### config.mk
export PLATFORM = sky130hd
export DESIGN_NAME = wb_dual_arbiter
export DESIGN_NICKNAME = d
export VERILOG_FILES = /design/src/rtl/wb_dual_arbiter.sv
export SDC_FILE = /design/constraint.sdc
export NUM_CORES = 1
export LEC_CHECK = 0
export BUFFER_PORTS_ARGS = -buffer_cell sky130_fd_sc_hd__buf_2
export CORE_AREA = 2 2 82 84
export CTS_BUF_LIST = sky130_fd_sc_hd__clkbuf_16
export CTS_CLUSTER_DIAMETER = 120
export CTS_CLUSTER_SIZE = 30
export DETAILED_ROUTE_END_ITERATION = 12
export DIE_AREA = 0 0 84 86
export PLACE_DENSITY_LB_ADDON = 0.12
export SLEW_MARGIN = 5
export SYNTH_ARGS = -nofsm -noshare
export SYNTH_HDL_FRONTEND = slang
export SYNTH_SLANG_ARGS = --single-unit
### constraint.sdc
create_clock -name i_clk -period 2.1 [get_ports i_clk]
set_clock_uncertainty 0.2 [all_clocks]
set_input_delay 0.525 -clock i_clk [delete_from_list [all_inputs] [get_ports i_clk]]
set_output_delay 0.525 -clock i_clk [all_outputs]
set_load 0.005 [all_outputs]
### src/rtl/wb_dual_arbiter.sv
// Two-master pipelined Wishbone arbiter: master A (fetch) and master B (memory) share one bus port.
// Define WBARB_ROUND_ROBIN_EN for round-robin arbitration; the default build uses fixed priority (A wins).
module wb_dual_arbiter #(
  parameter int AW = 32,
  parameter int DW = 32
) (
  input  logic          i_clk,
  input  logic          i_rst,
  input  logic          i_a_cyc,
  input  logic          i_a_stb,
  input  logic          i_a_we,
  input  logic [AW-1:0] i_a_addr,
  input  logic [DW-1:0] i_a_data,
  output logic          o_a_ack,
  output logic          o_a_stall,
  output logic          o_a_err,
  input  logic          i_b_cyc,
  input  logic          i_b_stb,
  input  logic          i_b_we,
  input  logic [AW-1:0] i_b_addr,
  input  logic [DW-1:0] i_b_data,
  output logic          o_b_ack,
  output logic          o_b_stall,
  output logic          o_b_err,
  output logic          o_cyc,
  output logic          o_stb,
  output logic          o_we,
  output logic [AW-1:0] o_addr,
  output logic [DW-1:0] o_data,
  input  logic          i_ack,
  input  logic          i_stall,
  input  logic          i_err
);

  typedef enum logic [1:0] {
    IDLE  = 2'd0,
    OWN_A = 2'd1,
    OWN_B = 2'd2
  } owner_t;

  localparam logic LAST_A = 1'b0;
  localparam logic LAST_B = 1'b1;

  owner_t r_owner;
  logic   r_last;
  logic   both_pick_b;

`ifdef WBARB_ROUND_ROBIN_EN
  // On a tie the master that was not granted most recently wins.
  assign both_pick_b = (r_last == LAST_A);
`else
  logic unused_last;
  assign both_pick_b = 1'b0;
  assign unused_last = r_last;
`endif

  always_ff @(posedge i_clk) begin
    if (i_rst) begin
      r_owner <= IDLE;
      r_last  <= LAST_B;
    end else begin
      case (r_owner)
        IDLE: begin
          if (i_a_cyc && (!i_b_cyc || !both_pick_b)) begin
            r_owner <= OWN_A;
            r_last  <= LAST_A;
          end else if (i_b_cyc) begin
            r_owner <= OWN_B;
            r_last  <= LAST_B;
          end
        end
        // The grant is held until the owner drops cyc; a waiting master takes over directly.
        OWN_A: begin
          if (!i_a_cyc) begin
            if (i_b_cyc) begin
              r_owner <= OWN_B;
              r_last  <= LAST_B;
            end else begin
              r_owner <= IDLE;
            end
          end
        end
        OWN_B: begin
          if (!i_b_cyc) begin
            if (i_a_cyc) begin
              r_owner <= OWN_A;
              r_last  <= LAST_A;
            end else begin
              r_owner <= IDLE;
            end
          end
        end
        default: r_owner <= IDLE;
      endcase
    end
  end

  // Request mux and response routing are purely combinational so the bus sees no added latency.
  always_comb begin
    o_cyc     = 1'b0;
    o_stb     = 1'b0;
    o_we      = i_a_we;
    o_addr    = i_a_addr;
    o_data    = i_a_data;
    o_a_ack   = 1'b0;
    o_a_stall = 1'b1;
    o_a_err   = 1'b0;
    o_b_ack   = 1'b0;
    o_b_stall = 1'b1;
    o_b_err   = 1'b0;
    case (r_owner)
      OWN_A: begin
        o_cyc     = i_a_cyc;
        o_stb     = i_a_stb;
        o_a_stall = i_stall;
        o_a_ack   = i_a_cyc & i_ack;
        o_a_err   = i_a_cyc & i_err;
      end
      OWN_B: begin
        o_cyc     = i_b_cyc;
        o_stb     = i_b_stb;
        o_we      = i_b_we;
        o_addr    = i_b_addr;
        o_data    = i_b_data;
        o_b_stall = i_stall;
        o_b_ack   = i_b_cyc & i_ack;
        o_b_err   = i_b_cyc & i_err;
      end
      default: ;
    endcase
  end

endmodule

==> reports/metrics.cfg <==
[status]
status = finished, violations left
violations = setup timing

[drt]
routed-via-count = 1739
wl_um = 6560
via_per_inst = 4.33
drt_iter0_drc = 29
drcViolationCount = 0
first_pass_iters = 4
wl_per_cell_um = 16.3
postRouteAntennaNets = 0

[finish]
nets = 470
reg.largest.list = r_owner (2)
multi_input_area_sq_um = 1150
drive_gt1_frac = 0.935
post-route-util = 0.499
largest_reg_flops = 2
diodes = 0
fill_cells = 586
fin_area_sq_um = 3130
instances_no_fill = 402
final_common_cell = buf_2
syn_to_final_growth_pct = 210
regArea_sq_um = 45.0
top_register = r_owner
final_cell_mix = buf_2 (155), buf_6 (56), mux2_4 (55), mux2_2 (10)

[worst_setup_path]
crit_arrival_ps = 1530
required_ps = 1370
slowest_stage = dfxtp_2
slowest_delay_ps = 310
crit_type = reg -> out
worstSetupStartpointType = flip-flop
critPathCaptureType = primary output
crit_chain = inv_2 -> ha_4 -> buf_12 -> clkbuf_16 -> mux2_4 -> buf_6
path_max_fanout = 8

[pwr]
swShare = 0.282
cellPowerDensity_nw_per_um2 = 457
power.share.clock = 0.198
finalPower_mw = 1.43
p_int_mw = 1.03
p_switching_mw = 0.404
vdd_drop_max_mv = 0.216
seqPwrFrac = 0.035
comb_power_share = 0.768
p_leak_nw = 1.69

[logic_synthesis]
syn_area_per_cell_sq_um = 9.89
yosysUniqueCellTypes = 20
synth_nets = 245
netlist.area_leader.share = 0.726
syn_area_sq_um = 1010
syn_inst = 102
yosys_warnings = 0
synth_seq_area_share = 0.0397
synth.area.top_cells = mux2_2 (73%), ha_1 (5.0%), dfxtp_1 (4.0%)
synth_area_leader_cell = mux2_2
synth_seq_cells = 2

[cts]
clkTransAtPathRegs_ps = 30
cts_buffer_depth = 2
clkSinkCount = 2
htree_levels = 1
worstSkewPairLatency_ps = 220
cts_tree = yes
cts_made_buffers = 3
cts-root-buf = clkbuf_16

[sta]
tightestPinTransition_ps = 264
hold_viol_final = 0
rsz0062_at_grt = true
hold_slack_ps = 290
period_share = 1.07
report.final.slew_viol_count = 0
timing.slew.headroom = 0.824
setup_viol = 67
fmax_mhz = 444
final.setup.worst_slack_ps = -152
period_minus_slack_ps = 2250

[floorplanning]
initial_core_util = 0.161
die_area_sq_um = 7220
die_w_um = 84
core_sq_um = 6280
rows = 29
fp.dieH_um = 86
ioPinCount = 212

[hold_path]
hold_class = in -> reg

[grt]
grt_antenna_before_repair = 0
grt_max_degree = 17
grt_pass1_vias = 1715
track_usage = 0.155
grt_overflow = 0
grt_pass1_wl_um = 8880

[placed_design]
dpl.hpwl_um = 4150
dpl_cell_area_sq_um = 2170
numPortBuffers = 211
gp_routability_congestion = 0.706
dpl.cell_count = 386

[job]
cap_violations = 0

logic make-up after synthesis:
logic type | share of synthesized area
AND/OR/NAND/NOR | 0.0732
buffers and inverters | 0.0571
multiplexers | 0.726
adder cells (fa/ha/maj) | 0.0496
flip-flops | 0.0397
AO/OA/AOI/OAI | 0.0546
worst max-delay path: cells and delay by family, from the launching register on:
kind	cells	cell delay [ps]
buf+inv	4	510
flops	1	310
mux	1	310
fa+ha+maj	1	170
stage by stage:
stage | setup WS, ps | setup TNS, ps
after floorplan | 173 | 0
final | -152 | -7980
after CTS | -153 | -7090
after detailed placement | 26.9 | 0
after global routing | -194 | -10720
after global placement | 37.1 | 0
layout make-up:
type / instances / share of cell area
tap: 77 / 0.0308
inverter: 3 / 0.00360
multi-input combinational: 89 / 0.368
timing repair buffer: 228 / 0.560
sequential: 2 / 0.0144
clock buffer: 3 / 0.0240
worst paths after layout:
check / from / endpoint / slack (ps) / depth (start not counted)
setup / recovery: r_owner[0]$_SDFFE_PP0P_ / o_data[14] / -150 / 6
hold / removal: i_rst / r_owner[1]$_SDFFE_PP0P_ / 290 / 2
setup reg to reg: r_owner[0]$_SDFFE_PP0P_ / r_owner[0]$_SDFFE_PP0P_ / 290 / 7
hold reg to reg: r_owner[0]$_SDFFE_PP0P_ / r_owner[0]$_SDFFE_PP0P_ / 430 / 3
cells in the mapped netlist, drive strengths merged:
cell type / instances
a211oi: 1
a21oi: 1
a22o: 1
a22oi: 1
a32oi: 1
and2: 1
and3: 4
buf: 8
dfxtp: 2
ha: 4
inv: 3
mux2: 65
nand2: 1
nand2b: 2
nor2b: 2
nor3b: 1
o21a: 1
o21ai: 2
or3: 1
power groups by stage:
stage,Sequential (mW),Clock (mW),Combinational (mW)
after floorplan,0.0472,0,0.315
after global placement,0.0469,0,0.627
final,0.0494,0.283,1.10
after detailed placement,0.0470,0,0.626
after global routing,0.0500,0.292,1.16
after CTS,0.0497,0.293,0.950
repair_timing:
item                                    CTS  global route
buffers inserted                          4             0
gates resized for setup                  85            43
hold buffers                              0             0
pin swaps                                 1             3
endpoints found under the setup margin   67            67
cloned                                    6             3
layer usage:
metal	global-route usage	up-vias	routed length [um]
li1	-	834	-
met1	0.178	790	2510
met2	0.294	109	3470
met3	0.0298	6	505
met4	0.0440	0	72
met5	0	-	0
Power figures use the tool's default switching activity.
